`src/rtl/mux_fifo_src_gen.sv`:
```
// mux_fifo_src_gen
//   Upstream feeder for mux_fifo_core. It takes one transfer descriptor at a
//   time, issues word-aligned reads, and turns each returned word into one
//   src_* beat. Each beat carries the valid unit count, the first valid unit
//   and the begin/done flags. It also carries the per-command fields
//   initial_offset, last and user_info.
//
// Ports
//   clk, rst_n              clock, asynchronous active-low reset
//   flush                   synchronous abort; late read data is then drained
//   cmd_*                   descriptor handshake (src/dst address, length,
//                           last flag, sideband)
//   rd_req_*                word-aligned read request channel
//   rd_data_*               read return channel, in request order
//   src_*                   per-beat output stream toward mux_fifo_core
//   busy                    high while a command is running
module mux_fifo_src_gen #(
    parameter int unsigned DATA_WIDTH      = 32,
    parameter int unsigned DATA_UNIT       = 8,
    parameter int unsigned USER_INFO_WIDTH = 8,
    parameter int unsigned ADDR_WIDTH      = 32,
    parameter int unsigned LEN_WIDTH       = 16,
    parameter int unsigned MAX_OUTSTANDING = 4,
    localparam int unsigned OFST_WIDTH     = $clog2(DATA_WIDTH / DATA_UNIT)
) (
    input  logic                       clk,
    input  logic                       rst_n,
    input  logic                       flush,

    input  logic                       cmd_valid,
    output logic                       cmd_ready,
    input  logic [ADDR_WIDTH-1:0]      cmd_src_addr,
    input  logic [ADDR_WIDTH-1:0]      cmd_dst_addr,
    input  logic [LEN_WIDTH-1:0]       cmd_len,
    input  logic                       cmd_last,
    input  logic [USER_INFO_WIDTH-1:0] cmd_user_info,

    output logic                       rd_req_valid,
    input  logic                       rd_req_ready,
    output logic [ADDR_WIDTH-1:0]      rd_req_addr,

    input  logic                       rd_data_valid,
    output logic                       rd_data_ready,
    input  logic [DATA_WIDTH-1:0]      rd_data,

    output logic                       src_valid,
    input  logic                       src_ready,
    output logic [DATA_WIDTH-1:0]      src_data,
    output logic                       src_bgin,
    output logic                       src_done,
    output logic                       src_last,
    output logic [OFST_WIDTH:0]        src_unit_num,
    output logic [OFST_WIDTH-1:0]      src_offset,
    output logic [OFST_WIDTH-1:0]      src_initial_offset,
    output logic [USER_INFO_WIDTH-1:0] src_user_info,
    output logic                       busy
);

    localparam int unsigned N  = DATA_WIDTH / DATA_UNIT;
    localparam int unsigned UW = OFST_WIDTH + 1;
    localparam int unsigned CW = LEN_WIDTH + 1;
    localparam int unsigned SW = LEN_WIDTH + 2;
    localparam int unsigned OW = $clog2(MAX_OUTSTANDING + 1);

    localparam logic [OW-1:0]         MAX_OUT   = OW'(MAX_OUTSTANDING);
    localparam logic [UW-1:0]         N_UNITS   = UW'(N);
    localparam logic [ADDR_WIDTH-1:0] ADDR_STEP = ADDR_WIDTH'(N);

    typedef enum logic {IDLE, RUN} state_t;

    state_t                     state_q;
    logic [OFST_WIDTH-1:0]      lo_q;
    logic [OFST_WIDTH-1:0]      init_off_q;
    logic [LEN_WIDTH-1:0]       rem_q;
    logic [CW-1:0]              req_left_q;
    logic [ADDR_WIDTH-1:0]      req_addr_q;
    logic [OW-1:0]              outstanding_q;
    logic [OW-1:0]              outstanding_d;
    logic                       discard_q;
    logic                       first_q;
    logic                       last_q;
    logic [USER_INFO_WIDTH-1:0] user_q;

    logic                       src_valid_q;
    logic                       src_bgin_q;
    logic                       src_done_q;
    logic [UW-1:0]              src_unit_num_q;
    logic [OFST_WIDTH-1:0]      src_offset_q;
    logic [DATA_WIDTH-1:0]      src_data_q;

    logic                       cmd_hs;
    logic                       req_hs;
    logic                       data_hs;
    logic                       data_load;
    logic                       src_hs;

    logic [OFST_WIDTH-1:0]      cmd_lo;
    logic [SW-1:0]              cmd_sum;
    logic [CW-1:0]              cmd_beats;

    logic [OFST_WIDTH-1:0]      beat_off;
    logic [UW-1:0]              beat_avail;
    logic [UW-1:0]              beat_units;
    logic [LEN_WIDTH-1:0]       beat_rem;
    logic                       beat_done;

    // Only the in-word offset of the destination address matters here.
    logic                       unused_dst_hi;
    assign unused_dst_hi = ^cmd_dst_addr[ADDR_WIDTH-1:OFST_WIDTH];

    assign cmd_ready     = (state_q == IDLE) && (outstanding_q == '0);
    assign busy          = (state_q == RUN);
    assign rd_req_valid  = (state_q == RUN) && (req_left_q != '0) && (outstanding_q < MAX_OUT);
    assign rd_req_addr   = req_addr_q;
    assign rd_data_ready = ((state_q == RUN) && (!src_valid_q || src_ready)) || discard_q;

    assign src_valid          = src_valid_q;
    assign src_data           = src_data_q;
    assign src_bgin           = src_bgin_q;
    assign src_done           = src_done_q;
    assign src_last           = last_q;
    assign src_unit_num       = src_unit_num_q;
    assign src_offset         = src_offset_q;
    assign src_initial_offset = init_off_q;
    assign src_user_info      = user_q;

    always_comb begin
        cmd_hs    = cmd_valid && cmd_ready;
        req_hs    = rd_req_valid && rd_req_ready;
        data_hs   = rd_data_valid && rd_data_ready;
        // While draining after a flush, returned words are consumed but dropped.
        data_load = data_hs && (state_q == RUN) && !discard_q;
        src_hs    = src_valid_q && src_ready;

        cmd_lo    = cmd_src_addr[OFST_WIDTH-1:0];
        cmd_sum   = SW'(cmd_lo) + SW'(cmd_len) + SW'(N - 1);
        cmd_beats = CW'(cmd_sum >> OFST_WIDTH);

        beat_off   = first_q ? lo_q : '0;
        beat_avail = N_UNITS - UW'(beat_off);
        if (rem_q < LEN_WIDTH'(beat_avail)) begin
            beat_units = rem_q[UW-1:0];
        end else begin
            beat_units = beat_avail;
        end
        beat_rem  = rem_q - LEN_WIDTH'(beat_units);
        beat_done = (beat_rem == '0);

        outstanding_d = outstanding_q;
        if (req_hs && !data_hs) begin
            outstanding_d = outstanding_q + OW'(1);
        end else if (!req_hs && data_hs) begin
            outstanding_d = outstanding_q - OW'(1);
        end
    end

    always_ff @(posedge clk or negedge rst_n) begin
        if (!rst_n) begin
            state_q        <= IDLE;
            lo_q           <= '0;
            init_off_q     <= '0;
            rem_q          <= '0;
            req_left_q     <= '0;
            req_addr_q     <= '0;
            outstanding_q  <= '0;
            discard_q      <= 1'b0;
            first_q        <= 1'b0;
            last_q         <= 1'b0;
            user_q         <= '0;
            src_valid_q    <= 1'b0;
            src_bgin_q     <= 1'b0;
            src_done_q     <= 1'b0;
            src_unit_num_q <= '0;
            src_offset_q   <= '0;
            src_data_q     <= '0;
        end else begin
            // The counter follows the bus even during flush, so requests
            // taken in the flush cycle are still drained afterwards.
            outstanding_q <= outstanding_d;

            if (flush) begin
                state_q     <= IDLE;
                src_valid_q <= 1'b0;
                req_left_q  <= '0;
                discard_q   <= (outstanding_d != '0);
            end else begin
                if (discard_q && (outstanding_d == '0)) begin
                    discard_q <= 1'b0;
                end

                case (state_q)
                    IDLE: begin
                        if (cmd_hs) begin
                            lo_q       <= cmd_lo;
                            init_off_q <= cmd_dst_addr[OFST_WIDTH-1:0];
                            rem_q      <= cmd_len;
                            req_addr_q <= {cmd_src_addr[ADDR_WIDTH-1:OFST_WIDTH], {OFST_WIDTH{1'b0}}};
                            last_q     <= cmd_last;
                            user_q     <= cmd_user_info;
                            first_q    <= 1'b1;
                            if (cmd_len != '0) begin
                                req_left_q <= cmd_beats;
                                state_q    <= RUN;
                            end
                        end
                    end

                    RUN: begin
                        if (req_hs) begin
                            req_addr_q <= req_addr_q + ADDR_STEP;
                            req_left_q <= req_left_q - CW'(1);
                        end
                        if (data_load) begin
                            src_valid_q    <= 1'b1;
                            src_data_q     <= rd_data;
                            src_bgin_q     <= first_q;
                            src_offset_q   <= beat_off;
                            src_unit_num_q <= beat_units;
                            src_done_q     <= beat_done;
                            rem_q          <= beat_rem;
                            first_q        <= 1'b0;
                        end else if (src_hs) begin
                            src_valid_q <= 1'b0;
                            if (src_done_q) begin
                                state_q <= IDLE;
                            end
                        end
                    end

                    default: state_q <= IDLE;
                endcase
            end
        end
    end

endmodule
```
`config.mk`:
```
export PLATFORM = sky130hd
export DESIGN_NAME = mux_fifo_src_gen
export DESIGN_NICKNAME = d
export VERILOG_FILES = /design/src/rtl/mux_fifo_src_gen.sv
export SDC_FILE = /design/constraint.sdc
export NUM_CORES = 1
export LEC_CHECK = 0
export ABC_CLOCK_PERIOD_IN_PS = 3700
export BUFFER_PORTS_ARGS = -buffer_cell sky130_fd_sc_hd__buf_2
export CAP_MARGIN = 20
export CELL_PAD_IN_SITES_DETAIL_PLACEMENT = 1
export CELL_PAD_IN_SITES_GLOBAL_PLACEMENT = 1
export CORE_ASPECT_RATIO = 1.75
export CORE_MARGIN = 3
export CORE_UTILIZATION = 34
export DETAILED_ROUTE_END_ITERATION = 8
export GPL_TIMING_DRIVEN = 0
export HOLD_SLACK_MARGIN = 0.06
export PLACE_DENSITY_LB_ADDON = 0.15
export SYNTH_ARGS = -nofsm -noshare
export SYNTH_HDL_FRONTEND = slang
export SYNTH_SLANG_ARGS = --single-unit
```
`constraint.sdc`:
```
create_clock -name clk -period 3.7 [get_ports clk]
set_input_delay 0.555 -clock clk [delete_from_list [all_inputs] [get_ports clk]]
set_output_delay 0.555 -clock clk [all_outputs]
set_load 0.005 [all_outputs]
```
**Word level (Yosys, flattened, before mapping)**

Index checks and enable logic that the tools add are counted.

- Register bits after elaboration: 124
- Input bits: 128
- Output and inout bits: 87
- Logic and storage cells: 100

- Mux-type cells: 31
- Add/subtract/negate cells: 8
- Bitwise operators: 2
- Reduce and logical (&&, ||, !) cells: 34
- Magnitude comparators: 2
- Equality and inequality tests: 6

Operators by type and width:

| cell | count |
|---|---|
| 2-to-1 mux 17 bit | 4 |
| 2-to-1 mux 32 bit | 2 |
| one-hot mux 32 bit (2 select lines) | 1 |
| one-hot mux 17 bit (2 select lines) | 1 |
| adder 32 x 3 -> 32 bit, second input constant | 1 |
| 2-to-1 mux 16 bit | 2 |
| one-hot mux 16 bit (2 select lines) | 1 |
| adder 17 x 2 -> 18 bit, second input constant | 1 |
| adder 2 x 16 -> 17 bit | 1 |
| nonzero test 17 bit | 1 |
| subtractor 17 x 1 -> 17 bit, second input constant | 1 |
| logical NOT 16 bit | 1 |
| less-than comparator 16 x 3 -> 1 bit | 1 |
| nonzero test 16 bit | 1 |
| subtractor 16 x 3 -> 16 bit | 1 |
| AND reduction 3 bit | 5 |
| 2-to-1 mux 1 bit | 14 |
| logical AND 1 bit | 13 |
| 2-to-1 mux 3 bit | 3 |
| logical NOT 3 bit | 2 |
| != test 3 x 2 -> 1 bit, second input constant | 2 |
| nonzero test 3 bit | 2 |
| logical NOT 1 bit | 4 |
| != test 2 x 1 -> 1 bit, second input constant | 2 |
| 12 further kinds | 16 |

**Logic depth before layout (Yosys ltp)**

Gate-level depths: netlist of the first run.

- Word-level depth: 12
- Mapped depth: 17
- Gate-level depth less buffers: 17

**Worst setup path after synthesis of the first run**

No wires, ideal clock.

- Path type: reg2reg
- Start point: register first_q
- End point: register rem_q[14]
- Required time: 3.582 ns
- Stages on the path, launching flop included: 16
- Buffers on the path: 0
- Setup time: 0.118 ns
- Arrival: 3.604 ns
- Path slack: -0.022 ns
- Period minus slack after synthesis: 3.722 ns
- Path through: dfrtp_1 nand2_1 ha_1 nor3b_1 o21ai_0 a311oi_1 mux2i_1 ha_1 inv_1 fa_1 a211oi_1 nand3_1 nor4_1 xnor2_1 a21oi_1 a21o_1

- Word-level cells in the longest chain between the ends: 7

Ends and longest elaborated chain:

| item | line | RTL |
|---|---|---|
| from (decl) | 80 | `logic first_q;` |
| from (signal assigned) | 167 | `first_q <= 1'b0;` |
| from (signal assigned) | 200 | `first_q <= 1'b1;` |
| from (signal assigned) | 221 | `first_q <= 1'b0;` |
| 2-to-1 mux 2 bit * | 139 | `beat_off = first_q ? lo_q : '0;` |
| subtractor 3 x 2 -> 3 bit * | 140 | `beat_avail = N_UNITS - UW'(beat_off);` |
| less-than comparator 16 x 3 -> 1 bit | 141 | `if (rem_q < LEN_WIDTH'(beat_avail)) begin` |
| 2-to-1 mux 3 bit * | 141 |  |
| named net beat_units[0] | 103 | `logic [UW-1:0] beat_units;` |
| subtractor 16 x 3 -> 16 bit * | 146 | `beat_rem = rem_q - LEN_WIDTH'(beat_units);` |
| 2-to-1 mux 16 bit * | 213 | `if (data_load) begin` |
| one-hot mux 16 bit (2 select lines) * | 191 | `case (state_q)` |
| to (signal assigned) | 196 | `rem_q <= cmd_len;` |
| to (signal assigned) | 220 | `rem_q <= beat_rem;` |
| to (decl) | 74 | `logic [LEN_WIDTH-1:0] rem_q;` |

The timed path passes the listed nets; every way through them passes the cells marked *. The select of a mux whose other input is x is not followed.
A chain may end at the register's enable or synchronous reset.

**Final worst setup path of the first run**

- Start point: register rem_q[9]
- End point: register rem_q[12]

- Word-level cells in the longest chain between the ends: 5

Ends and longest elaborated chain:

| item | line |
|---|---|
| less-than comparator 16 x 3 -> 1 bit | 141 |
| 2-to-1 mux 3 bit | 141 |
| named net beat_units[0] | 103 |
| subtractor 16 x 3 -> 16 bit | 146 |
| 2-to-1 mux 16 bit | 213 |
| one-hot mux 16 bit (2 select lines) | 191 |

The timed path passes the listed nets, and every way through them passes these cells. The select of a mux whose other input is x is not followed.

==> metrics.txt, run 1 <==
run status=finished, violations left; violations in the final reports=setup timing; sort of element at the end of the critical path=flop; post-route clock skew=0.00898 ns; Residual DRC=0; vertical extent of the die=197 um; most common cell after layout, fill and taps aside=sky130_fd_sc_hd__nand2_1; main combinational cell family by area after synthesis=simple AND/OR/NAND/NOR gates; initial cell density of the core=0.346; worst min path class=in -> async; share of power burned in combinational logic=0.431; deepest level of the CTS H-tree=4; routed wire length=27100 um; Async S/R FF share, synth=1.00; Pwr Density=841 nW/um2; arrival time worst endpoint=4.09 ns; clock slew at reported path FFs=0.05 ns; final-report max-slew violation count=0; first-pass GRT wire length=41500 um; startpoint of the worst setup timing path=rem_q[9]; wire length per cell after detailed routing=just over 20 um; Slew Limit Headroom=0.310; origin of the critical flop-to-flop path=rem_q[9]; Final Hold Vio Count=0; number of instances in the synthesized netlist=between 800 and 900; Place WS=-0.814 ns; fraction of power spent switching nets=0.396; area of the die=22600 um2; startpoint kind of the worst setup timing path=flop; Yosys cell types=66; Finished Layout Cells=1338; Worst IR Drop VDD=0.000315 V; Synth Warn #=0; total of flip-flops plus latches after synthesis=122; largest net degree at the start of global routing=67; post-synthesis instance area=slightly above 7000 um2; area overhead of the layout relative to synthesis=34.6%; xor and xnor fraction of the mapped netlist area=0.0385; drt initial violations=313; number of cell instances on the worst register-to-register path=14; compound-cell area share of the yosys netlist=0.159; crit path kind=reg -> reg; period utilization=1.03; GR Layer Usage met3=0.0399; sum of internal, switching and leakage power=between 0.007 and 0.008 W; GR Overflow Total=0; number of antenna cells inserted=0; Top FF cell, synth=sky130_fd_sc_hd__dfrtp_1; Least-Margin Pin Slew=1.03 ns; met2 Usage GRT=0.432; Non-Filler Cell Area, Final=9490 um2; Multi-input gate area=3930 um2; Syn Area/Cell=8.47 um2; TritonCTS buffer count=17; number of vias per cell=5.46; clock tree from TritonCTS=yes; max-cap check violation count=0; root buf cell=sky130_fd_sc_hd__clkbuf_16; DPL Wire Length=19400 um; Worst-Skew Late Latency=between 0.4 and 0.5 ns; switching power of the nets=0.00316 W; number of clock sinks=roughly 120; number of antenna violations at the first check in global routing=0; setup repair after global routing missed its margin=true; fraction of final layout cells sized beyond drive strength 1=0.279; sequential fraction of design power=0.323; commonest non-fill, non-tap cells in the layout=sky130_fd_sc_hd__nand2_1 (202), sky130_fd_sc_hd__buf_2 (185), sky130_fd_sc_hd__dfrtp_1 (119), sky130_fd_sc_hd__nor2_1 (48), sky130_fd_sc_hd__buf_4 (42); Placer Congestion=about 0.85; number of vias in the routed layout=about 7300; core region area=about 20000 um2; utilization after layout=0.466; number of flops mapped to enable cells by yosys=0; met1 Use GR=0.271; final net count=1219; I/O Pins=215; fin crit period=about 3.8 ns; clock network power share=0.246; Cell Rows=69; Post-DP Area=about 8300 um2; DRT antenna net count=0; Worst Path Required=4.00 ns; total track usage=0.238; endpoints failing setup=3; area taken by flip-flops and latches=3060 um2; portion of netlist area occupied by mux cells=0.0387; synthesized-area fraction occupied by adder cells=0.0270; drt pass-1 iters=4; global routing's busiest layer=met2; Post-Synth Simple-Gate Area=0.268; post-route worst setup slack=-0.0947 ns; cell total after placement=~1300; fraction of the yosys area taken by sequential cells=0.433; largest fanout on the critical path=7; internal power=just under 0.005 W; Port Buffer Count=180; maximum clock frequency=264 MHz; CTS max path bufs=2; horizontal die dimension=115 um; layout filler cell count=about 2500; Leakage Power=4.51 nW; via count of the first global-routing pass=~7500
-- critical path: stages (launching register included) --
cell	delay [ns]
sky130_fd_sc_hd__dfrtp_2	0.47
sky130_fd_sc_hd__nor4_4	0.32
sky130_fd_sc_hd__nor3b_4	0.29
sky130_fd_sc_hd__nand2_2	0.09
sky130_fd_sc_hd__a311oi_4	0.36
sky130_fd_sc_hd__mux2i_1	0.30
sky130_fd_sc_hd__ha_2	0.25
sky130_fd_sc_hd__inv_2	0.05
sky130_fd_sc_hd__fa_2	0.39
sky130_fd_sc_hd__a211oi_4	0.31
sky130_fd_sc_hd__and3_4	0.23
sky130_fd_sc_hd__and2_4	0.16
sky130_fd_sc_hd__nand4b_1	0.13
sky130_fd_sc_hd__mux2i_1	0.20
sky130_fd_sc_hd__a21oi_1	0.09
-- registers in the layout, summed over array words and instances, names as in the netlist, 2 cells and up --
signal	cells
rd_req_addr	30
req_left_q	17
src_initial_offset	2
lo_q	2
src_data	32
src_offset	2
src_unit_num	3
src_user_info	8
outstanding_q	3
rem_q	16
-- repair_timing --
action                                  in CTS  in global routing
endpoints found under the setup margin      12                 15
gates resized for setup                     22                 21
pin swaps                                   13                  8
hold buffers                                 0                  0
setup buffers                               33                 10
-- final cells by class --
cell class                      count  area share
Multi-Input combinational cell    649       0.414
Sequential cell                   122       0.322
Timing Repair Buffer              224       0.133
Clock buffer                       21      0.0496
Tap cell                          248      0.0327
Clock inverter                     11      0.0227
Buffer                             45      0.0194
Inverter                           18     0.00712
-- synth_stat cells (17+ instances only) --
cell,n,area [um2]
sky130_fd_sc_hd__nand2_1,205,769
sky130_fd_sc_hd__dfrtp_1,122,3050
sky130_fd_sc_hd__nor2_1,48,180
sky130_fd_sc_hd__a21oi_1,41,205
sky130_fd_sc_hd__clkbuf_1,36,135
sky130_fd_sc_hd__o21ai_0,34,170
sky130_fd_sc_hd__o22ai_1,31,194
sky130_fd_sc_hd__nand3_1,29,145
sky130_fd_sc_hd__mux2i_1,25,250
sky130_fd_sc_hd__nor3_1,22,110
sky130_fd_sc_hd__inv_1,18,67.6
sky130_fd_sc_hd__nor4_1,18,113
sky130_fd_sc_hd__xnor2_1,17,149
-- cell families (layout without fill, tap and decap cells) --
group                      count (synthesis)  after routing
other                                      1              2
DFF                                      122            122
buffers and inverters                     63            319
muxes                                     27             27
AOI/OAI and AO/OA                        171            171
and+or+nand+nor                          404            404
adders and majority gates                 14             14
xor gates and xnor gates                  31             31
-- per-layer routing --
| layer | wire length (um) | up-vias | part of all wire |
|---|---|---|---|
| met5 | 0 | - | 0 |
| met4 | 887 | 0 | 0.033 |
| met3 | 1090 | 56 | 0.040 |
| met2 | 14700 | 196 | 0.54 |
| met1 | 10400 | 3589 | 0.38 |
| li1 | - | 3460 | - |
-- final timing paths --
check	endpoint	slack, ns
min in group clk	src_user_info[5]	0.30
setup / recovery	rem_q[12]	-0.09
hold reg to reg	src_data[19]	0.47
hold / removal	src_data[17]	0.09
setup reg to reg	rem_q[12]	-0.09
max in group asynchronous	lo_q[1]	2.83
-- stage by stage --
stage | hold slack, ns | setup TNS [ns]
6_report | 0.0907 | -0.216
5_1_grt | 0.138 | -0.973
4_1_cts | 0.118 | 0
3_5_place_dp | 0.458 | -6.95
3_3_place_gp | 0.451 | -6.56
2_1_floorplan | 0.259 | 0
-- power groups by stage --
stage	clock [W]	sequential, W	combinational [W]
finish	0.00197	0.00258	0.00344
global route	0.00205	0.00268	0.00384
CTS	0.00200	0.00254	0.00326
detailed placement	0	0.00253	0.00297
global placement	0	0.00252	0.00289
floorplan	0	0.00245	0.00184
Power figures use the tool's default switching activity.
==> run 2: changes to the inputs <==
--- a/config.mk
+++ b/config.mk
@@ -12,7 +12,7 @@
 export CELL_PAD_IN_SITES_GLOBAL_PLACEMENT = 1
 export CORE_ASPECT_RATIO = 1.75
 export CORE_MARGIN = 3
-export CORE_UTILIZATION = 34
+export CORE_UTILIZATION = 30
 export DETAILED_ROUTE_END_ITERATION = 8
 export GPL_TIMING_DRIVEN = 0
 export HOLD_SLACK_MARGIN = 0.06
==> constraint.sdc (replaced) <==
create_clock -name clk -period 3.7 [get_ports clk]
set_input_delay 0.555 -clock clk [delete_from_list [all_inputs] [get_ports clk]]
set_output_delay 0.555 -clock clk [all_outputs]
set_load 0.1 [all_outputs]
==> run 2 against run 1 <==
The run still ends with setup timing left. Wire length up 2.7%. Final cell count up 2.3%. Global-route usage down 1.5 points. Hold slack better by 0.21 ns. Final area down 1.2%. Worst setup slack better by 0.060 ns. Clock skew up 0.00082 ns. Clock-buffer cell count down 2. First-iteration DRC count up 17%. Highest routed layer is now met5.
==> metrics.txt, run 2 (synthesis results as in run 1) <==
run status=finished, violations left; violations in the final reports=setup timing; startpoint of the worst setup timing path=rem_q[12]; sort of element at the end of the critical path=flop; met2 Usage GRT=0.401 (-0.0310); timing endpoint of the critical path=rem_q[14]; Final Hold Vio Count=0 (unchanged); CTS max path bufs=2 (unchanged); Residual DRC=0 (unchanged); flop2flop setup slack=-0.03 ns (+0.06 ns); number of vias in the routed layout=7220 (-1.1%); global routing's busiest layer=met2; Port Buffer Count=180 (unchanged); Least-Margin Pin Slew=1.14 ns (+0.119 ns); number of antenna cells inserted=0 (unchanged); Crit-path slowest cell=sky130_fd_sc_hd__dfrtp_2; TritonCTS buffer count=17 (unchanged); most used cell along the critical path=sky130_fd_sc_hd__nor4_4; Finished Layout Cells=1369 (+2.3%); horizontal die dimension=122 um (+6.1%); arrival time worst endpoint=4.07 ns (-0.02 ns); startpoint kind of the worst setup timing path=flop; Placer Congestion=0.812 (-4.9%); number of antenna violations at the first check in global routing=1 (+1); GR Layer Usage met3=0.0577 (+0.0177); utilization after layout=0.409 (-0.0570); area overhead of the layout relative to synthesis=32.9%; number of cell instances on the worst register-to-register path=14 (unchanged); Cell Rows=73 (+5.8%); number of vias per cell=5.27 (-3.3%); routed wire length=27800 um (+2.7%); endpoints failing setup=3 (unchanged); Slew Limit Headroom=0.230 (-0.0798); drt pass-1 iters=5 (+1); clock tree from TritonCTS=yes; Worst-Skew Late Latency=0.44 ns (about the same); most common cell after layout, fill and taps aside=sky130_fd_sc_hd__nand2_1; via count of the first global-routing pass=7694 (+2.2%); largest fanout on the critical path=4 (-3); total track usage=0.222 (-0.0154); origin of the critical flop-to-flop path=rem_q[12]; flip-flop count of the largest register, all copies and words added=32 (unchanged); core region area=22900 um2 (+13%); fin crit period=3.73 ns (-0.0602 ns); cells along the critical path=nor4_4, nor3b_4, nand2_2, a311oi_4, mux2i_2, ha_2, inv_2, fa_2, a211oi_4, nand3_2, nor4_4, xnor2_2, a21oi_2, a21o_1; setup repair after global routing missed its margin=true; initial cell density of the core=0.308 (-0.0385); post-route worst setup slack=-0.0345 ns (+0.0602 ns); period utilization=1.01 (-0.0163); maximum clock frequency=268 MHz (+1.6%); post-route clock skew=0.00980 ns (+0.000818 ns); Place WS=-1.09 ns (-0.274 ns); final-report max-slew violation count=0 (unchanged); Worst Path Required=4.03 ns (+0.03 ns); max-cap check violation count=0 (unchanged); number of clock sinks=122 (unchanged); first-pass GRT wire length=43500 um (+4.7%); root buf cell=sky130_fd_sc_hd__clkbuf_16; crit path kind=reg -> reg; I/O Pins=215 (unchanged); cell total after placement=1317 (+4.2%); DRT antenna net count=0 (unchanged); met1 Use GR=0.248 (-0.0227); commonest non-fill, non-tap cells in the layout=sky130_fd_sc_hd__nand2_1 (201), sky130_fd_sc_hd__buf_2 (186), sky130_fd_sc_hd__dfrtp_1 (118), sky130_fd_sc_hd__nor2_1 (48), sky130_fd_sc_hd__a21oi_1 (40); final net count=1198 (-1.7%); Fin Setup TNS=-0.0626 ns (+0.154 ns); vertical extent of the die=209 um (+6.3%); deepest level of the CTS H-tree=4 (unchanged); worst min path class=in -> reg; area of the die=25500 um2 (+13%); clock slew at reported path FFs=0.06 ns (about the same); GR Overflow Total=0 (unchanged); wire length per cell after detailed routing=20.3 um (+0.37%); DPL Wire Length=20800 um (+7.2%); delay of the slowest cell on the worst path=0.44 ns (-0.03 ns); drt initial violations=365 (+17%); largest net degree at the start of global routing=82 (+22%); fraction of final layout cells sized beyond drive strength 1=0.271 (-0.00762); FF-to-FF End=rem_q[14]
run 2: repair_timing:
item | CTS | global route
resized for setup | 18 | 25
hold buffers | 1 | 0
endpoints found under the setup margin | 15 | 14
cloned | 0 | 0
pin swaps | 5 | 16
hold endpoints to repair | 41 | 0
setup buffers | 7 | 12
run 2: layout make-up:
cell class	instances	area, um2
buffer	45	184
clock buffer	19	453
clock inverter	13	191
fill	2814	13600
inverter	18	67.6
multi-input combinational	649	3950
sequential	122	3060
tap	300	375
timing repair buffer	203	1100
run 2: worst min path at each step:
stage / from / to / slack, ns / depth (start not counted)
4_1_cts: rd_data[17] / src_data[17] / 0.28 / 3
5_1_grt: rd_data[6] / src_data[6] / 0.29 / 3
2_1_floorplan: rst_n / busy / 0.26 / 0
3_3_place_gp: src_data[5] / src_data[5] / 0.45 / 2
6_report: rd_data[20] / src_data[20] / 0.30 / 3
3_5_place_dp: src_data[17] / src_data[17] / 0.46 / 2
run 2: critical path, delay by kind of cell (launching register included):
family                   cells  cell delay [ns]
multiplexers                 1             0.29
buffers and inverters        1             0.04
adder cells (fa/ha/maj)      2             0.61
AO/OA/AOI/OAI                4             0.90
AND/OR/NAND/NOR              5             1.17
flip-flops                   1             0.44
XOR/XNOR                     1             0.17
run 2: through the flow:
step | instance area (um2) | hold slack (ns)
finish | 9380 | 0.301
global route | 9380 | 0.286
detailed placement | 8390 | 0.461
CTS | 9200 | 0.279
floorplan | 7070 | 0.259
global placement | 8350 | 0.452
run 2: layer usage:
metal / routed length [um] / vias up / part of all wire
met3: 1500 / 41 / 0.054
met2: 14900 / 193 / 0.53
li1: - / 3415 / -
met5: 7 / - / 0.00025
met4: 761 / 2 / 0.027
met1: 10700 / 3569 / 0.38
Power of run 2 is not shown: default switching activity piles up to over one toggle a cycle in this logic, so the estimate is an artifact.
